[config.mk]
export PLATFORM = sky130hd
export DESIGN_NAME = input_port_ctrl
export DESIGN_NICKNAME = d
export VERILOG_FILES = /design/src/rtl/noc_pkg.sv /design/src/rtl/xy_route_compute.sv /design/src/rtl/input_port_ctrl.sv
export SDC_FILE = /design/constraint.sdc
export NUM_CORES = 1
export LEC_CHECK = 0
export BUFFER_PORTS_ARGS = -buffer_cell sky130_fd_sc_hd__clkbuf_2
export CORE_ASPECT_RATIO = 0.8
export CORE_MARGIN = 1
export CORE_UTILIZATION = 25
export CTS_CLUSTER_DIAMETER = 100
export DETAILED_ROUTE_END_ITERATION = 12
export MAX_ROUTING_LAYER = met4
export PLACE_DENSITY = 0.65
export SLEW_MARGIN = 10
export SYNTH_ARGS = -nofsm -noshare
export SYNTH_HDL_FRONTEND = slang
export SYNTH_HIERARCHICAL = 1
export SYNTH_SLANG_ARGS = --single-unit
[constraint.sdc]
create_clock -name clk -period 2.23 [get_ports clk]
set_clock_uncertainty 0.15 [all_clocks]
set_input_delay 0 -clock clk [delete_from_list [all_inputs] [get_ports clk]]
set_output_delay 0 -clock clk [all_outputs]
set_load 0.005 [all_outputs]
[src/rtl/noc_pkg.sv]
// Shared NoC definitions: flit type codes, output port indices and helpers.
package noc_pkg;

  typedef enum logic [1:0] {
    FLIT_SINGLE = 2'b00,
    FLIT_HEAD   = 2'b01,
    FLIT_BODY   = 2'b10,
    FLIT_TAIL   = 2'b11
  } flit_type_t;

  localparam int unsigned PORT_LOCAL = 0;
  localparam int unsigned PORT_NORTH = 1;
  localparam int unsigned PORT_EAST  = 2;
  localparam int unsigned PORT_SOUTH = 3;
  localparam int unsigned PORT_WEST  = 4;
  localparam int unsigned NUM_PORTS  = 5;

  typedef enum logic {
    ST_IDLE   = 1'b0,
    ST_ACTIVE = 1'b1
  } ipc_state_t;

  // One-hot request vector selecting a single output port.
  function automatic logic [NUM_PORTS-1:0] port_onehot(input int unsigned idx);
    logic [NUM_PORTS-1:0] one;
    one = {{(NUM_PORTS-1){1'b0}}, 1'b1};
    return one << idx;
  endfunction

endpackage

[src/rtl/xy_route_compute.sv]
// Dimension-ordered (X first, then Y) route computation for a head flit.
import noc_pkg::*;

module xy_route_compute #(
  parameter int DATA_WIDTH  = 32,
  parameter int COORD_WIDTH = 2
) (
  input  logic [DATA_WIDTH-1:0]  flit,
  input  logic [COORD_WIDTH-1:0] x_coord,
  input  logic [COORD_WIDTH-1:0] y_coord,
  output logic [NUM_PORTS-1:0]   port
);

  logic [COORD_WIDTH-1:0] dest_x;
  logic [COORD_WIDTH-1:0] dest_y;
  logic                   unused_flit_bits;

  assign dest_x = flit[DATA_WIDTH-3 -: COORD_WIDTH];
  assign dest_y = flit[DATA_WIDTH-3-COORD_WIDTH -: COORD_WIDTH];
  // Payload bits play no part in routing.
  assign unused_flit_bits = ^flit;

  // Resolve X offset first; Y is only considered once X matches.
  always_comb begin
    port = port_onehot(PORT_LOCAL);
    if (dest_x > x_coord) begin
      port = port_onehot(PORT_EAST);
    end else if (dest_x < x_coord) begin
      port = port_onehot(PORT_WEST);
    end else if (dest_y > y_coord) begin
      port = port_onehot(PORT_NORTH);
    end else if (dest_y < y_coord) begin
      port = port_onehot(PORT_SOUTH);
    end else begin
      port = port_onehot(PORT_LOCAL);
    end
  end

endmodule

[src/rtl/input_port_ctrl.sv]
// Router input-port controller: routes head flits, requests the allocator
// and streams the packet from the input FIFO into the crossbar.
import noc_pkg::*;

module input_port_ctrl #(
  parameter int DATA_WIDTH  = 32,
  parameter int COORD_WIDTH = 2,
  parameter int X_COORD     = 0,
  parameter int Y_COORD     = 0
) (
  input  logic                  clk,
  input  logic                  rst,
  input  logic                  fifo_empty,
  input  logic [DATA_WIDTH-1:0] fifo_dout,
  output logic                  fifo_rd_en,
  output logic [4:0]            req,
  input  logic [4:0]            grant,
  output logic [DATA_WIDTH-1:0] out_flit,
  output logic                  out_valid,
  input  logic                  out_ready,
  output logic                  err_drop
);

  localparam logic [COORD_WIDTH-1:0] MY_X = COORD_WIDTH'(X_COORD);
  localparam logic [COORD_WIDTH-1:0] MY_Y = COORD_WIDTH'(Y_COORD);

  ipc_state_t     state;
  ipc_state_t     next_state;
  logic [4:0]     next_req;
  logic [4:0]     route;
  logic           fired;        // at least one flit of this packet has left
  logic           next_fired;
  logic           drop;
  logic           granted;
  logic           fire;
  flit_type_t     ftype;

  assign ftype    = flit_type_t'(fifo_dout[DATA_WIDTH-1 -: 2]);
  assign out_flit = fifo_dout;

  xy_route_compute #(
    .DATA_WIDTH  (DATA_WIDTH),
    .COORD_WIDTH (COORD_WIDTH)
  ) u_route (
    .flit    (fifo_dout),
    .x_coord (MY_X),
    .y_coord (MY_Y),
    .port    (route)
  );

  // Next-state, request and handshake decode for the packet FSM.
  always_comb begin
    next_state = state;
    next_req   = req;
    next_fired = fired;
    drop       = 1'b0;
    out_valid  = 1'b0;
    fire       = 1'b0;
    granted    = |(grant & req);
    case (state)
      ST_IDLE: begin
        if (!fifo_empty) begin
          if ((ftype == FLIT_HEAD) || (ftype == FLIT_SINGLE)) begin
            next_req   = route;
            next_state = ST_ACTIVE;
            next_fired = 1'b0;
          end else begin
            // Body/tail with no owning head: discard it.
            drop = 1'b1;
          end
        end else begin
          next_state = ST_IDLE;
        end
      end
      ST_ACTIVE: begin
        out_valid = granted & ~fifo_empty;
        fire      = out_valid & out_ready;
        if (fire) begin
          // A single flit only terminates the packet when it is the first
          // flit; later head/single codes are streamed as body flits.
          if ((ftype == FLIT_TAIL) || ((ftype == FLIT_SINGLE) && !fired)) begin
            next_state = ST_IDLE;
            next_req   = 5'b00000;
            next_fired = 1'b0;
          end else begin
            next_fired = 1'b1;
          end
        end else begin
          next_state = ST_ACTIVE;
        end
      end
      default: begin
        next_state = ST_IDLE;
        next_req   = 5'b00000;
        next_fired = 1'b0;
      end
    endcase
    fifo_rd_en = fire | drop;
  end

  // State, held request, packet position and the registered drop pulse.
  always_ff @(posedge clk or posedge rst) begin
    if (rst) begin
      state    <= ST_IDLE;
      req      <= 5'b00000;
      fired    <= 1'b0;
      err_drop <= 1'b0;
    end else begin
      state    <= next_state;
      req      <= next_req;
      fired    <= next_fired;
      err_drop <= drop;
    end
  end

endmodule

==> results of run 1 <==
[cell type report]
cell class / instances / area, sq um
Fill cell: 325 / 2010
Timing Repair Buffer: 58 / 440
Multi-Input combinational cell: 46 / 385
Sequential cell: 8 / 200
Tap cell: 40 / 50.0
Clock buffer: 3 / 41.3
Inverter: 7 / 26.3
[what timing repair did]
action                    4_1_cts  5_1_grt
hold endpoints to repair       37        0
setup buffers                   0        0
hold buffers                   30        0
[stage by stage]
stage	power, W	instances	hold slack [ns]
2_1_floorplan	0.000449	94	-0.334
3_3_place_gp	0.000480	129	-0.212
3_5_place_dp	0.000493	129	-0.200
4_1_cts	0.000721	162	0.0268
5_1_grt	0.000770	162	0.0502
6_report	0.000720	162	0.0327
[cell families after synthesis]
family,Yosys count,synth area share
adders and majority gates,4,0.0590
other,1,0.00442
and+or+nand+nor,18,0.142
buffers and inverters,40,0.323
DFF,8,0.236
AOI/OAI and AO/OA,20,0.236
[worst paths after layout]
| kind | from | end | slack [ns] | depth (start not counted) |
|---|---|---|---|---|
| max in group asynchronous | rst | state$_DFF_PP0_ | 1.58 | 3 |
| min reg2reg | req[1]$_DFFE_PP0P_ | req[1]$_DFFE_PP0P_ | 0.39 | 1 |
| min | fifo_dout[31] | fired$_DFFE_PP0P_ | 0.03 | 3 |
| max | req[3]$_DFFE_PP0P_ | fifo_rd_en | 0.51 | 4 |
| max reg2reg | req[3]$_DFFE_PP0P_ | req[3]$_DFFE_PP0P_ | 0.64 | 4 |
| min in group asynchronous | rst | req[1]$_DFFE_PP0P_ | 0.12 | 3 |
[critical path, delay by kind of cell, from the launching register on]
| family | cells | cell delay (ns) |
|---|---|---|
| buf+inv | 1 | 0.10 |
| compound gates | 3 | 0.85 |
| flops | 1 | 0.39 |
[layer usage]
layer  wire, um  part of all wire
met1        725              0.38
met2       1040              0.54
met3        154             0.080
met4          0                 0
met5          0                 0
[report_power, final]
group          leakage, nW  internal (W)  total, W  switching (W)
logic                0.414      0.000173  0.000304       0.000131
clock network       0.0216      0.000117  0.000180      0.0000623
registers            0.105      0.000189  0.000236      0.0000475
total                0.540      0.000479  0.000720       0.000241
[placed cells by master, fill, tap and decap left out, types with 2 or more instances in the layout]
| cell type | count |
|---|---|
| dlygate4sd3_1 | 30 |
| clkbuf_2 | 28 |
| dfrtp_1 | 8 |
| inv_1 | 7 |
| a22o_2 | 5 |
| nor2_1 | 4 |
| conb_1 | 4 |
| ha_1 | 4 |
| clkbuf_8 | 3 |
| nor2b_1 | 2 |
| nor4b_1 | 2 |
| a21oi_1 | 2 |
[registers in the layout (all words and copies together) (netlist names)]
name and count:
req 5, err_drop 1, fired 1, state 1
==> impl_summary.log, run 1 <==
INFO  metric core.rowCount = 18
INFO  metric vias_per_cell = approximately 4.6
INFO  metric ffs_latches_synth = 8
INFO  metric p_leak = approximately 0.54 nW
INFO  metric hpwlAfterDp = between 1000 and 1500 um
INFO  metric gate_count_post_synth = between 90 and 100
INFO  metric ys_async_sr_fraction = 1.00
INFO  metric placed_area = 802 sq um
INFO  metric grt_use_met3 = 0.0445
INFO  metric status = completed
INFO  metric min_period = 1.72 ns
INFO  metric cts_tree = yes
INFO  metric synthFlopType = dfrtp_1
INFO  metric placement.io_buffers = 28
INFO  metric ctsLongestPathBuffers = 2
INFO  metric drcViolationCount = 0
INFO  metric cts_resized = 0
INFO  metric cts.htree.levels = 1
INFO  metric finalWorstSetupSlack = approximately 0.51 ns
INFO  metric syn-mean-instance-area = just over 9 sq um
INFO  metric max_freq = a little under 600 MHz
INFO  metric floorplan_die_area = 3630 sq um
INFO  metric ctsRootBufferMaster = clkbuf_8
INFO  metric routed_wire_length_per_instance = 11.9 um
INFO  metric worstSetupStartpointType = flip-flop
INFO  metric boundaryPins = a little over 80
INFO  metric design.core.area = roughly 3200 sq um
INFO  metric max-vdd-ir-drop = ~0.18 mV
INFO  metric post-synth-top-count-cell = buf_4
INFO  metric grt_overflow_total = 0
INFO  metric finish.utilization = 0.363
INFO  metric yosysWarningCount = 6
INFO  metric post_synthesis_sequential_area_ratio = 0.236
INFO  metric router_iterations_before_antenna_repair = 4
INFO  metric synth_area = 848 sq um
INFO  metric floorplan.die.height = 54.1 um
INFO  metric post_synth_num_cell_types = 33
INFO  metric grt_antenna_before_repair = 0
INFO  metric grt_start_max_net_pins = 11
INFO  metric cts-buffers-inserted = 3
INFO  metric fin_tns_setup = 0 ns
INFO  metric grt_pass1_wl = around 2800 um
INFO  metric first_iter_violations = 19
INFO  metric track_usage = 0.110
INFO  metric preCtsSetupSlack = about 0.65 ns
INFO  metric critical_path.cell_chain = a222oi_1 > a211oi_1 > a21o_1 > clkbuf_2
INFO  metric syn_to_final_growth = 34.8%
INFO  metric cell_type_with_the_largest_total_area_after_synthesis = buf_4
INFO  metric antennaDiodeCount = 0
INFO  metric critical_path.max_stage_delay = 0.47 ns
INFO  metric groute.layer.met1.usage = 0.103
INFO  metric ys_top_cells_by_count = buf_4 (33), dfrtp_1 (8), inv_1 (7)
INFO  metric final_nets = approximately 170
INFO  metric pwr_density_cell = roughly 630 nW/um^2
INFO  metric required = 2.08 ns
INFO  metric arrival_worst_endpoint = between 1.5 and 2 ns
INFO  metric final.period_utilization = 0.772
INFO  metric top_usage_layer_grt = met2
INFO  metric fp.dieW = 67.1 um
INFO  metric post-route-cell-area = about 1100 sq um
INFO  metric path_type_of_the_worst_min_delay_path = input port to flip-flop
INFO  metric cts.sink_count = 8
INFO  metric critPathKind = flip-flop to output port
INFO  metric synth.top_cells.by_area = buf_4 (29%), dfrtp_1 (24%), a22o_2 (5.9%)
INFO  metric detail_route.wirelength = between 1500 and 2000 um
INFO  metric clk_pin_slew = ~0.040 ns
INFO  metric drt.antenna.violating_nets = 0
INFO  metric synthDominantCellAreaShare = 0.292
INFO  metric cap_violations = 0
INFO  metric endpoint_type_of_the_worst_setup_path = output port
INFO  metric maxSlewViolCount = 0
INFO  metric first_global_vias = between 600 and 700
INFO  metric finalSetupViolations = 0
INFO  metric synth-edff-count = 0
INFO  metric report.final.hold_viol_count = 0
INFO  metric vias = 743
INFO  metric place.gp.congestion = 0.839
INFO  metric clock_insertion_delay_worst_skew = around 0.23 ns
INFO  metric critical_path.max_fanout = 3
INFO  metric grt_setup_unrepaired = false
INFO  metric globalRouteMet2Util = 0.222
INFO  metric starting_utilization_of_the_core_area = 0.269
INFO  metric critical_path.slowest_cell = a222oi_1
INFO  metric layout-drive-gt1-share = 0.377
(Power assumes the default switching activity.)
==> run 2, diff against run 1 <==
Settings changed: PLACE_DENSITY 0.65 to 0.67.
Clock period 2.23 ns to 1.45 ns, I/O delays scaled along.
==> run 2 against run 1 <==
Effect of this change: the run now ends with negative hold slack, negative setup slack left; first-iteration DRC count is 21% lower; sequential power is 46% higher; die area unchanged; worst setup slack worse by 0.67 ns; design area increased by 8.3%; critical endpoint is now req[4]$_DFFE_PP0P_; largest power group unchanged.
==> impl_summary.log, run 2 (synthesized netlist as in run 1, its figures left out) <==
INFO  metric grt_setup_unrepaired = true
INFO  metric vias_per_cell = approximately 4.7
INFO  metric critical_path.top_delay_family = compound AO/OA/AOI/OAI gates
INFO  metric design.core.area = between 3000 and 4000 sq um
INFO  metric pwr_density_cell = about 1000 nW/um^2
INFO  metric final.period_utilization = 1.11
INFO  metric hold_ws = -0.00774 ns
INFO  metric cts-buffers-inserted = 3
INFO  metric clock_insertion_delay_worst_skew = between 0.2 and 0.25 ns
INFO  metric reg2reg_slack = -0.16 ns
INFO  metric antennaDiodeCount = 0
INFO  metric drcViolationCount = 0
INFO  metric final_cell_mix = dlygate4sd3_1 (29), clkbuf_2 (28), buf_4 (10), dfrtp_1 (8), inv_1 (7)
INFO  metric critical_path.cell_chain = a222oi_1 > buf_4 > buf_6 > a21o_4 > a21o_4 > a22o_2
INFO  metric report.final.hold_viol_count = 1
INFO  metric grt_start_max_net_pins = 9
INFO  metric grt_use_met3 = 0.0424
INFO  metric globalRouteMet2Util = 0.237
INFO  metric timing.critical_path.buf_inv = 2
INFO  metric place.gp.congestion = just over 0.8
INFO  metric min_from = fifo_dout[30]
INFO  metric min_delay_path_depth = 3
INFO  metric floorplan_die_area = between 3000 and 4000 sq um
INFO  metric finish.utilization = 0.393
INFO  metric clk_pin_slew = ~0.040 ns
INFO  metric core.rowCount = 18
INFO  metric starting_utilization_of_the_core_area = 0.269
INFO  metric routed_wire_length_per_instance = about 11 um
INFO  metric p_leak = a little under 0.6 nW
INFO  metric first_global_vias = between 700 and 800
INFO  metric layout-drive-gt1-share = 0.455
INFO  metric finalWorstSetupSlack = -0.162 ns
INFO  metric ctsLongestPathBuffers = 2
INFO  metric largest_register_ffs = 5
INFO  metric critical_path.slowest_cell = dfrtp_1
INFO  metric placement.io_buffers = 28
INFO  metric finalSetupViolations = 9
INFO  metric max-vdd-ir-drop = between 0.2 and 0.3 mV
INFO  metric hpwlAfterDp = around 1400 um
INFO  metric grt_overflow_total = 0
INFO  metric floorplan.die.height = ~54 um
INFO  metric maxSlewViolCount = 0
INFO  metric fp.dieW = between 60 and 70 um
INFO  metric cts_tree = yes
INFO  metric first_iter_violations = 15
INFO  metric min_period = approximately 1.6 ns
INFO  metric critical_path.reg2reg.startpoint = req[3]$_DFFE_PP0P_
INFO  metric violations_in_the_final_reports = negative hold slack, negative setup slack
INFO  metric status = finished with violations
INFO  metric path_type_of_the_worst_min_delay_path = input port to flip-flop
INFO  metric critical_path_source = req[3]$_DFFE_PP0P_
INFO  metric critical_path.max_stage_delay = about 0.35 ns
INFO  metric top_usage_layer_grt = met2
INFO  metric track_usage = 0.119
INFO  metric final_nets = between 150 and 200
INFO  metric fin_tns_setup = -1.06 ns
INFO  metric final.fill_count = roughly 300
INFO  metric cts.sink_count = 8
INFO  metric boundaryPins = a little over 80
INFO  metric grt_pass1_wl = 2990 um
INFO  metric router_iterations_before_antenna_repair = 4
INFO  metric detail_route.wirelength = between 1500 and 2000 um
INFO  metric vias = 805
INFO  metric syn_to_final_growth = 46.0%
INFO  metric cts.htree.levels = 1
INFO  metric groute.layer.met1.usage = 0.0991
INFO  metric critical_path.max_fanout = 5
INFO  metric required = 1.41 ns
INFO  metric worstSetupStartpointType = flip-flop
INFO  metric largest-register = req
INFO  metric critPathKind = flip-flop to flip-flop
INFO  metric grt_antenna_before_repair = 0
INFO  metric cp_num_cells = 6
INFO  metric reg2reg_depth = 6
INFO  metric max_freq = ~620 MHz
INFO  metric cap_violations = 0
INFO  metric layout_commonest_cell = dlygate4sd3_1
INFO  metric endpoint_type_of_the_worst_setup_path = flip-flop
INFO  metric ctsRootBufferMaster = clkbuf_8
INFO  metric cpMostUsedCell = a21o_4
INFO  metric drt.antenna.violating_nets = 0
INFO  metric arrival_worst_endpoint = around 1.6 ns
==> run 2: cell count changes in the layout (fill, tap and decap cells not counted), sizes merged <==
| cell | previous run | this run |
|---|---|---|
| buf | 0 | 11 |
| dlygate4sd3 | 30 | 29 |
==> run 2: cell type report <==
| cell class | count | area, sq um | area share |
|---|---|---|---|
| sequential | 8 | 200 | 0.162 |
| tap | 40 | 50.0 | 0.0404 |
| multi-input combinational | 46 | 404 | 0.326 |
| clock buffer | 3 | 41.3 | 0.0333 |
| inverter | 7 | 26.3 | 0.0212 |
| timing repair buffer | 68 | 517 | 0.417 |
==> run 2: final timing paths <==
check | endpoint
max in group asynchronous | state$_DFF_PP0_
max | req[4]$_DFFE_PP0P_
min in group asynchronous | fired$_DFFE_PP0P_
min reg2reg | err_drop$_DFF_PP0_
max reg2reg | req[4]$_DFFE_PP0P_
min | fired$_DFFE_PP0P_
==> run 2: routing by layer <==
| metal | vias up | part of all wire |
|---|---|---|
| met5 | - | 0 |
| met4 | 0 | 0.022 |
| met3 | 4 | 0.095 |
| met2 | 61 | 0.55 |
| met1 | 373 | 0.33 |
| li1 | 367 | - |
==> run 2: worst min-delay path, cell delays in order <==
cell and delay (ns):
clkbuf_2 0.13, o32ai_1 0.09, nor3_2 0.09
==> run 2: report_power, final <==
group / internal (W) / total [W] / switching [W]
clock network: 0.000179 / 0.000258 / 0.0000788
logic: 0.000406 / 0.000678 / 0.000272
registers: 0.000291 / 0.000345 / 0.0000545
==> run 2: what timing repair did <==
action / 4_1_cts / 5_1_grt
hold endpoints to repair: 36 / 0
pin swaps: 5 / 1
resized for setup: 3 / 2
hold buffers: 29 / 0
setup buffers: 3 / 3
endpoints found under the setup margin: 8 / 9
==> run 2: metrics by stage <==
stage,setup slack (ns),instances,total power (W),instance area (sq um)
global placement,-0.0250,136,0.000818,855
detailed placement,-0.0843,136,0.000846,855
finish,-0.162,172,0.00128,1240
floorplan,-0.00409,94,0.000691,860
CTS,-0.137,170,0.00125,1220
global route,-0.184,172,0.00136,1240
